<file path="config.mk">
export PLATFORM = sky130hd
export DESIGN_NAME = inst_fetch_buf
export DESIGN_NICKNAME = d
export VERILOG_FILES = /design/src/rtl/inst_fetch_buf_pkg.sv /design/src/rtl/sync_fifo.sv /design/src/rtl/inst_fetch_buf.sv
export SDC_FILE = /design/constraint.sdc
export NUM_CORES = 1
export LEC_CHECK = 0
export BUFFER_PORTS_ARGS = -buffer_cell sky130_fd_sc_hd__buf_4
export CAP_MARGIN = 20
export CORE_MARGIN = 2
export CORE_UTILIZATION = 60
export DETAILED_ROUTE_END_ITERATION = 12
export MAX_ROUTING_LAYER = met4
export PLACE_DENSITY = 0.88
export SYNTH_ARGS = -nofsm -noshare
export SYNTH_HDL_FRONTEND = slang
export SYNTH_SLANG_ARGS = --single-unit
</file>
<file path="constraint.sdc">
create_clock -name clk -period 2.7 [get_ports clk]
set_input_delay 0.405 -clock clk [delete_from_list [all_inputs] [get_ports clk]]
set_output_delay 0.405 -clock clk [all_outputs]
set_load 0.01 [all_outputs]
</file>
<file path="src/rtl/inst_fetch_buf_pkg.sv">
// Shared types and build defaults for the fetch-side instruction buffer.
// Defines CPU_WIDTH, IFB_DEPTH and RESET_PC unless the build already has them.
`ifndef CPU_WIDTH
`define CPU_WIDTH 32
`endif
`ifndef IFB_DEPTH
`define IFB_DEPTH 4
`endif
`ifndef RESET_PC
`define RESET_PC 32'h0000_0000
`endif

package inst_fetch_buf_pkg;

  localparam int XLEN = `CPU_WIDTH;

  typedef struct packed {
    logic [XLEN-1:0] inst;
    logic [XLEN-1:0] pc;
  } ifb_entry_t;

  function automatic logic [XLEN-1:0] align_pc(
    input logic [XLEN-1:0] pc
  );
    return pc & ~XLEN'(3);
  endfunction

endpackage

</file>
<file path="src/rtl/sync_fifo.sv">
// Synchronous in-order FIFO with a single-cycle flush.
// Ports: clk, rst_n, flush, push, pop, wdata, rdata (head), count, empty, full.
module sync_fifo #(
  parameter int WIDTH = 32,
  parameter int DEPTH = 4
) (
  input  logic                     clk,
  input  logic                     rst_n,
  input  logic                     flush,
  input  logic                     push,
  input  logic                     pop,
  input  logic [WIDTH-1:0]         wdata,
  output logic [WIDTH-1:0]         rdata,
  output logic [$clog2(DEPTH):0]   count,
  output logic                     empty,
  output logic                     full
);

  localparam int AW = $clog2(DEPTH);

  logic [WIDTH-1:0] mem [DEPTH];
  logic [AW-1:0]    wptr;
  logic [AW-1:0]    rptr;
  logic             do_push;
  logic             do_pop;

  assign empty   = (count == '0);
  assign full    = (count == (AW+1)'(DEPTH));
  assign do_push = push && !full;
  assign do_pop  = pop && !empty;
  assign rdata   = mem[rptr];

  always_ff @(posedge clk or negedge rst_n) begin
    if (!rst_n) begin
      wptr  <= '0;
      rptr  <= '0;
      count <= '0;
      for (int i = 0; i < DEPTH; i++) mem[i] <= '0;
    end else if (flush) begin
      wptr  <= '0;
      rptr  <= '0;
      count <= '0;
    end else begin
      if (do_push) begin
        mem[wptr] <= wdata;
        wptr      <= wptr + AW'(1);
      end
      if (do_pop) rptr <= rptr + AW'(1);
      count <= count + (AW+1)'(do_push)
                     - (AW+1)'(do_pop);
    end
  end

endmodule

</file>
<file path="src/rtl/inst_fetch_buf.sv">
// Fetch buffer: sequential imem reads, in-order queue, decode handshake, redirect flush.
// Ports: imem req/addr/gnt/rvalid/rdata, redirect_i/_pc_i, inst valid/ready/inst/pc. Macro ROOTH_IFB_BYPASS_EN.
`ifndef CPU_WIDTH
`define CPU_WIDTH 32
`endif
`ifndef IFB_DEPTH
`define IFB_DEPTH 4
`endif
`ifndef RESET_PC
`define RESET_PC 32'h0000_0000
`endif

module inst_fetch_buf
  import inst_fetch_buf_pkg::*;
#(
  parameter int                   DEPTH    = `IFB_DEPTH,
  parameter logic [`CPU_WIDTH-1:0] RESET_PC = `RESET_PC
) (
  input  logic                  clk,
  input  logic                  rst_n,
  output logic                  imem_req_o,
  output logic [`CPU_WIDTH-1:0] imem_addr_o,
  input  logic                  imem_gnt_i,
  input  logic                  imem_rvalid_i,
  input  logic [`CPU_WIDTH-1:0] imem_rdata_i,
  input  logic                  redirect_i,
  input  logic [`CPU_WIDTH-1:0] redirect_pc_i,
  output logic                  inst_valid_o,
  output logic [`CPU_WIDTH-1:0] inst_o,
  output logic [`CPU_WIDTH-1:0] inst_pc_o,
  input  logic                  inst_ready_i
);

  localparam int CW = $clog2(DEPTH);

  logic [XLEN-1:0] fetch_pc;
  logic [CW:0]     drop;
  logic [CW:0]     outstanding;
  logic [CW:0]     dcnt;
  logic [CW+1:0]   used;
  logic [XLEN-1:0] flight_pc;
  logic            pc_empty;
  logic            pc_full;
  logic            d_empty;
  logic            d_full;
  logic            gnt_ok;
  logic            resp;
  logic            keep;
  logic            wr_en;
  logic            pop_en;
  ifb_entry_t      head;
  ifb_entry_t      wr_data;

  // The PC queue occupancy is the outstanding-request count.
  sync_fifo #(
    .WIDTH (XLEN),
    .DEPTH (DEPTH)
  ) u_pc_q (
    .clk   (clk),
    .rst_n (rst_n),
    .flush (1'b0),
    .push  (gnt_ok),
    .pop   (resp),
    .wdata (fetch_pc),
    .rdata (flight_pc),
    .count (outstanding),
    .empty (pc_empty),
    .full  (pc_full)
  );

  sync_fifo #(
    .WIDTH (2*XLEN),
    .DEPTH (DEPTH)
  ) u_inst_q (
    .clk   (clk),
    .rst_n (rst_n),
    .flush (redirect_i),
    .push  (wr_en),
    .pop   (pop_en),
    .wdata (wr_data),
    .rdata (head),
    .count (dcnt),
    .empty (d_empty),
    .full  (d_full)
  );

  // Credit: queued plus in-flight never exceeds DEPTH.
  assign used = {1'b0, dcnt} + {1'b0, outstanding};

  assign imem_req_o  = rst_n && !redirect_i && !pc_full
                    && (used < (CW+2)'(DEPTH));
  assign imem_addr_o = fetch_pc;
  assign gnt_ok      = imem_req_o && imem_gnt_i;

  // Responses with nothing in flight are ignored.
  assign resp    = imem_rvalid_i && !pc_empty;
  assign keep    = resp && (drop == '0) && !redirect_i;
  assign wr_data = '{inst: imem_rdata_i, pc: flight_pc};

`ifdef ROOTH_IFB_BYPASS_EN
  logic byp;

  assign byp          = d_empty && keep;
  assign inst_valid_o = !d_empty || byp;
  assign inst_o       = byp ? imem_rdata_i : head.inst;
  assign inst_pc_o    = byp ? flight_pc : head.pc;
  assign wr_en        = keep && !(byp && inst_ready_i);
  assign pop_en       = !d_empty && inst_ready_i;
`else
  assign inst_valid_o = !d_empty;
  assign inst_o       = head.inst;
  assign inst_pc_o    = head.pc;
  assign wr_en        = keep;
  assign pop_en       = inst_valid_o && inst_ready_i;
`endif

  always_ff @(posedge clk or negedge rst_n) begin
    if (!rst_n) begin
      fetch_pc <= RESET_PC;
      drop     <= '0;
    end else if (redirect_i) begin
      fetch_pc <= align_pc(redirect_pc_i);
      drop     <= outstanding - (CW+1)'(resp);
    end else begin
      if (gnt_ok) fetch_pc <= fetch_pc + XLEN'(4);
      if (resp && (drop != '0))
        drop <= drop - (CW+1)'(1);
    end
  end

  a_rvalid_expected: assert property (
    @(posedge clk) disable iff (!rst_n)
    imem_rvalid_i |-> !pc_empty
  );

  a_no_overflow: assert property (
    @(posedge clk) disable iff (!rst_n)
    wr_en |-> !d_full
  );

endmodule

</file>
==> results.md <==
Outcome:
- The flow ran to the end, and the final reports show no timing, DRC or antenna violations.

Synth:
- The number of storage elements in the synthesis netlist is between 400 and 500.
- The cell count after synthesis is 1212.
- By area the synthesized netlist is led by dfrtp_1 55%, mux2_2 21%, mux4_2 11%.
- The yosys synthesis warning count is 0.
- For this run, the register share of the synthesized area comes to 0.5522.
- After synthesis, the largest family of logic cells by area is multiplexers.
- The synthesized design contains 0 enable-type register cells.
- The average cell area after synthesis is 15.52 sq um.
- The fraction of synthesis flops using an asynchronous set or reset pin is 1.000.
- The portion of synthesized area spent on multiplexers is 0.3332.
- Of the total synthesized cell area, the portion taken by full adders, half adders and majority gates is 0.01477.
- The compound-cell area share of the yosys netlist was 0.02408.
- The share of the synthesized area in the top cell type is 0.5522.
- The dominant cell type by area after synthesis is dfrtp_1.
- The combined area of all synthesized cells is 18810 sq um.
- The post-synthesis share of cell area spent on xor and xnor gates is 0.006985.
- Yosys mapped the design onto 50 distinct sky130hd cell types.
- The area fraction in and, or, nand and nor cells after synthesis is 0.03612.
- Among all flip-flop cells after synthesis, the most frequent one is dfrtp_1.

Placed design:
- The wire-length estimate of the detail-placed layout is 25.89 mm.
- The routability congestion estimate from global placement is 0.8457.
- Including well taps, the total number of placed cells is ~1.7k.
- The count of buffers added on input and output ports is 161.
- The worst setup timing slack at the placement stage is 0.1544 ns.

Worst hold path:
- The type of the worst min-delay path is in2reg.
- The worst hold path depth is 3.
- The worst hold endpoint is imem_addr_o[18].
- The start point of the worst hold path is redirect_pc_i[18].

Setup path:
- For this run, the slowest stage of the critical path takes 0.45 ns.
- The critical path goes through ha_1, nor3b_1, and4_4, buf_4, buf_4.
- By instance count, the cell type seen most on the critical path is buf_4.
- The data arrival time at the worst-slack endpoint is 2.18 ns.
- On the critical path, the stage with the largest delay is an instance of dfrtp_1.
- The worst register-to-register path ends at u_pc_q.mem[60].
- The worst register-to-register path begins at u_pc_q.count[2].
- The worst setup path is of the reg2out kind.
- In this run the worst path has a maximum fanout of 7.
- The depth of the worst register-to-register path is 8.
- The worst setup path is launched from a register.
- Data on the critical path is required at its endpoint by 2.30 ns.
- STA classifies the critical path endpoint as an output pin.
- The minimum setup slack among reg-to-reg paths is 0.28 ns.

Timing:
- Setup violations remaining at the end of the flow were counted as 0.
- The smallest clock period supported by the final layout is computed as between 2 and 3 ns.
- The total count of max-transition violations in the final report is 0.
- The final number of hold-violating endpoints is 0.
- The sum of negative setup slack is 0 ns.
- The final critical-path share of the clock period is 0.9558.
- On the final layout, the worst clock skew is 0.02902 ns.
- For the pin with the worst max-slew slack, the measured transition is 1.141 ns.
- The remaining max-slew budget at the tightest pin is 0.2391.
- Setup repair after global routing left no endpoint under its margin.
- In the post-route analysis, the smallest setup slack over all paths is 0.1192 ns.
- Timing would allow up to 0.3875 GHz.

Power and ir drop:
- The ratio of total power to cell area is 931.1 nW/um^2.
- Of the total power, the share spent switching nets is 0.2874.
- VDD sags by at most 0.0005034 V.
- Of the total power, registers draw 0.420.
- The total chip power is 0.02052 W.
- The proportion of power drawn by combinational gates is 0.294.
- In this run the power spent charging and discharging nets is 0.005898 W.
- The leakage power figure is around 11 nW.
- The part of the total power dissipated in the clock network is 0.287.
- The internal cell power is roughly 0.015 W.

GRT:
- The total congestion overflow is 0.
- The first global-routing pass estimated 65.16 mm of wire.
- The number of antenna violations at the first check in global routing was 0.
- The via count of the first global-routing pass was 12.03k.
- The pin count of the biggest net entering global routing is 191.
- For this run, the total global-route usage over all layers was measured as 0.2610.

Finish:
- The utilization after layout is 0.7166.
- The post-layout net count is 1483.
- Leaving out fill and tap cells, the most frequent cell in the layout is dfrtp_1.
- Relative to the synthesized area, the layout overhead comes to 17.16%.
- The post-layout instance count excluding filler cells is 1821.
- The top cell types in the final layout, fill and taps aside, are 412 x dfrtp_1, 346 x mux2_2, 199 x buf_4, 92 x mux4_2, 45 x clkbuf_16.
- In the final layout, the share of cells above drive strength 1 is 0.5158.
- The number of antenna diodes in the final layout is 0.
- The fill cell instance count of the final layout is between 1.5k and 2k.

Floorplan:
- The full die area is 32780 sq um.
- The horizontal extent of the die is 181.1 um.
- The row count is 64.
- The top-level I/O count is roughly 170.
- The initial utilization of the core area, before any placement, comes to 0.6117.
- The die height is 181.1 um.
- The area of the placeable core is 30750 sq um.

Detailed routing:
- The number of detailed-routing iterations run before antenna repair is 6.
- The initial detailed-routing violation count is between 900 and 1k.
- Dividing the detail-routed via count by the number of cells gives 6.192.
- The post-detailed-route DRC marker count is 0.
- The detailed-route wire length per cell is between 20 and 25 um.
- The detailed router placed 11.28k vias in this run.
- In this run the remaining antenna-violating nets after routing total 0.
- The routed wire length is 40.73 mm.

Clocking:
- The clock tree root buffer cell is clkbuf_16.
- The later pin in the worst-skew pair is clocked with a latency of ~0.54 ns.
- The clock tree synthesis step divided the H-tree into 2 levels.
- For this design, the sink count on the clock tree is between 400 and 500.
- Buffers inserted during clock tree synthesis total 42.
- The clock tree from TritonCTS is yes.
- No sink is reached through more buffers than the 3 on the longest clock path.
- After clock tree synthesis, the clock-pin slew on the worst setup and hold paths is 0.06 ns.

Job:
- Max-cap violations in this run came to 0.
## Yosys cell counts (all sizes together) (8+ instances only)
library cell  count
mux2            368
clkbuf           31
buf              51
ha               19
xnor2             9
nand2            41
dfrtp           415
inv              24
mux4             92
nand3            27
nor2             16
nand4            10
o21ai            12
a221o             8
## power by group through the flow
stage / Combinational, W / Clock, W / Sequential (W)
3_3_place_gp: 0.00575 / 0 / 0.00859
6_report: 0.00602 / 0.00588 / 0.00861
4_1_cts: 0.00609 / 0.00598 / 0.00859
3_5_place_dp: 0.00597 / 0 / 0.00872
2_1_floorplan: 0.00411 / 0 / 0.00831
5_1_grt: 0.00653 / 0.00623 / 0.00878
## worst max-delay path by stage
stage,from,end,cells after the start
after global routing,u_pc_q.count[2],imem_req_o,5
after global placement,u_pc_q.count[2],u_pc_q.mem[25],8
final,u_pc_q.count[2],imem_req_o,5
after floorplan,drop[0],u_inst_q.count[2],9
after CTS,u_pc_q.count[2],imem_req_o,5
after detailed placement,u_pc_q.count[2],u_pc_q.mem[63],8
## logic make-up after synthesis
family                     count (synthesis)
buffers and inverters                    106
and+or+nand+nor                          130
other                                      1
xor gates and xnor gates                  15
adders and majority gates                 21
DFF                                      415
muxes                                    465
AOI/OAI and AO/OA                         59
## layer usage
layer / GRT usage / wire length [um] / up-vias
met4: 0.07447 / 856 / 0
li1: - / - / 4878
met5: - / 0 / -
met1: 0.3497 / 17250 / 5934
met3: 0.04293 / 2358 / 80
met2: 0.4195 / 20260 / 384
## through the flow
step / hold WS (ns) / area, sq um
3_5_place_dp: 0.4796 / 20550
6_report: 0.06443 / 22040
4_1_cts: 0.05184 / 22010
2_1_floorplan: 0.1094 / 18820
3_3_place_gp: 0.4683 / 20550
5_1_grt: 0.07316 / 22040
## critical path: cells and delay by family (launching register included)
| family | cells | cell delay [ns] |
|---|---|---|
| adders and majority gates | 1 | 0.31 |
| DFF | 1 | 0.45 |
| buffers and inverters | 2 | 0.33 |
| and+or+nand+nor | 2 | 0.57 |
## sequential cells by signal, summed over array words and instances, names as in the netlist
| signal | count |
|---|---|
| u_inst_q.mem | 248 |
| u_pc_q.mem | 120 |
| imem_addr_o | 30 |
| drop | 3 |
| u_inst_q.count | 3 |
| u_pc_q.count | 3 |
| u_inst_q.rptr | 2 |
| u_inst_q.wptr | 2 |
| u_pc_q.rptr | 2 |
| u_pc_q.wptr | 2 |
## layout make-up
| type | instances | area, sq um | share of cell area |
|---|---|---|---|
| multi-input cells | 694 | 7825 | 0.3551 |
| inverters | 24 | 90.09 | 0.004088 |
| clock inverters | 7 | 65.06 | 0.002953 |
| flip-flops and latches | 415 | 10390 | 0.4716 |
| well taps | 396 | 495.5 | 0.02248 |
| repair buffers | 215 | 1799 | 0.08165 |
| clock buffers | 70 | 1370 | 0.06217 |
## timing repair
action	CTS	global route
setup endpoints to repair	12	1
hold buffers	1	0
setup buffers	3	0
cloned	0	0
resized for setup	1	1
hold endpoints to repair	34	0
Power figures use the tool's default switching activity.
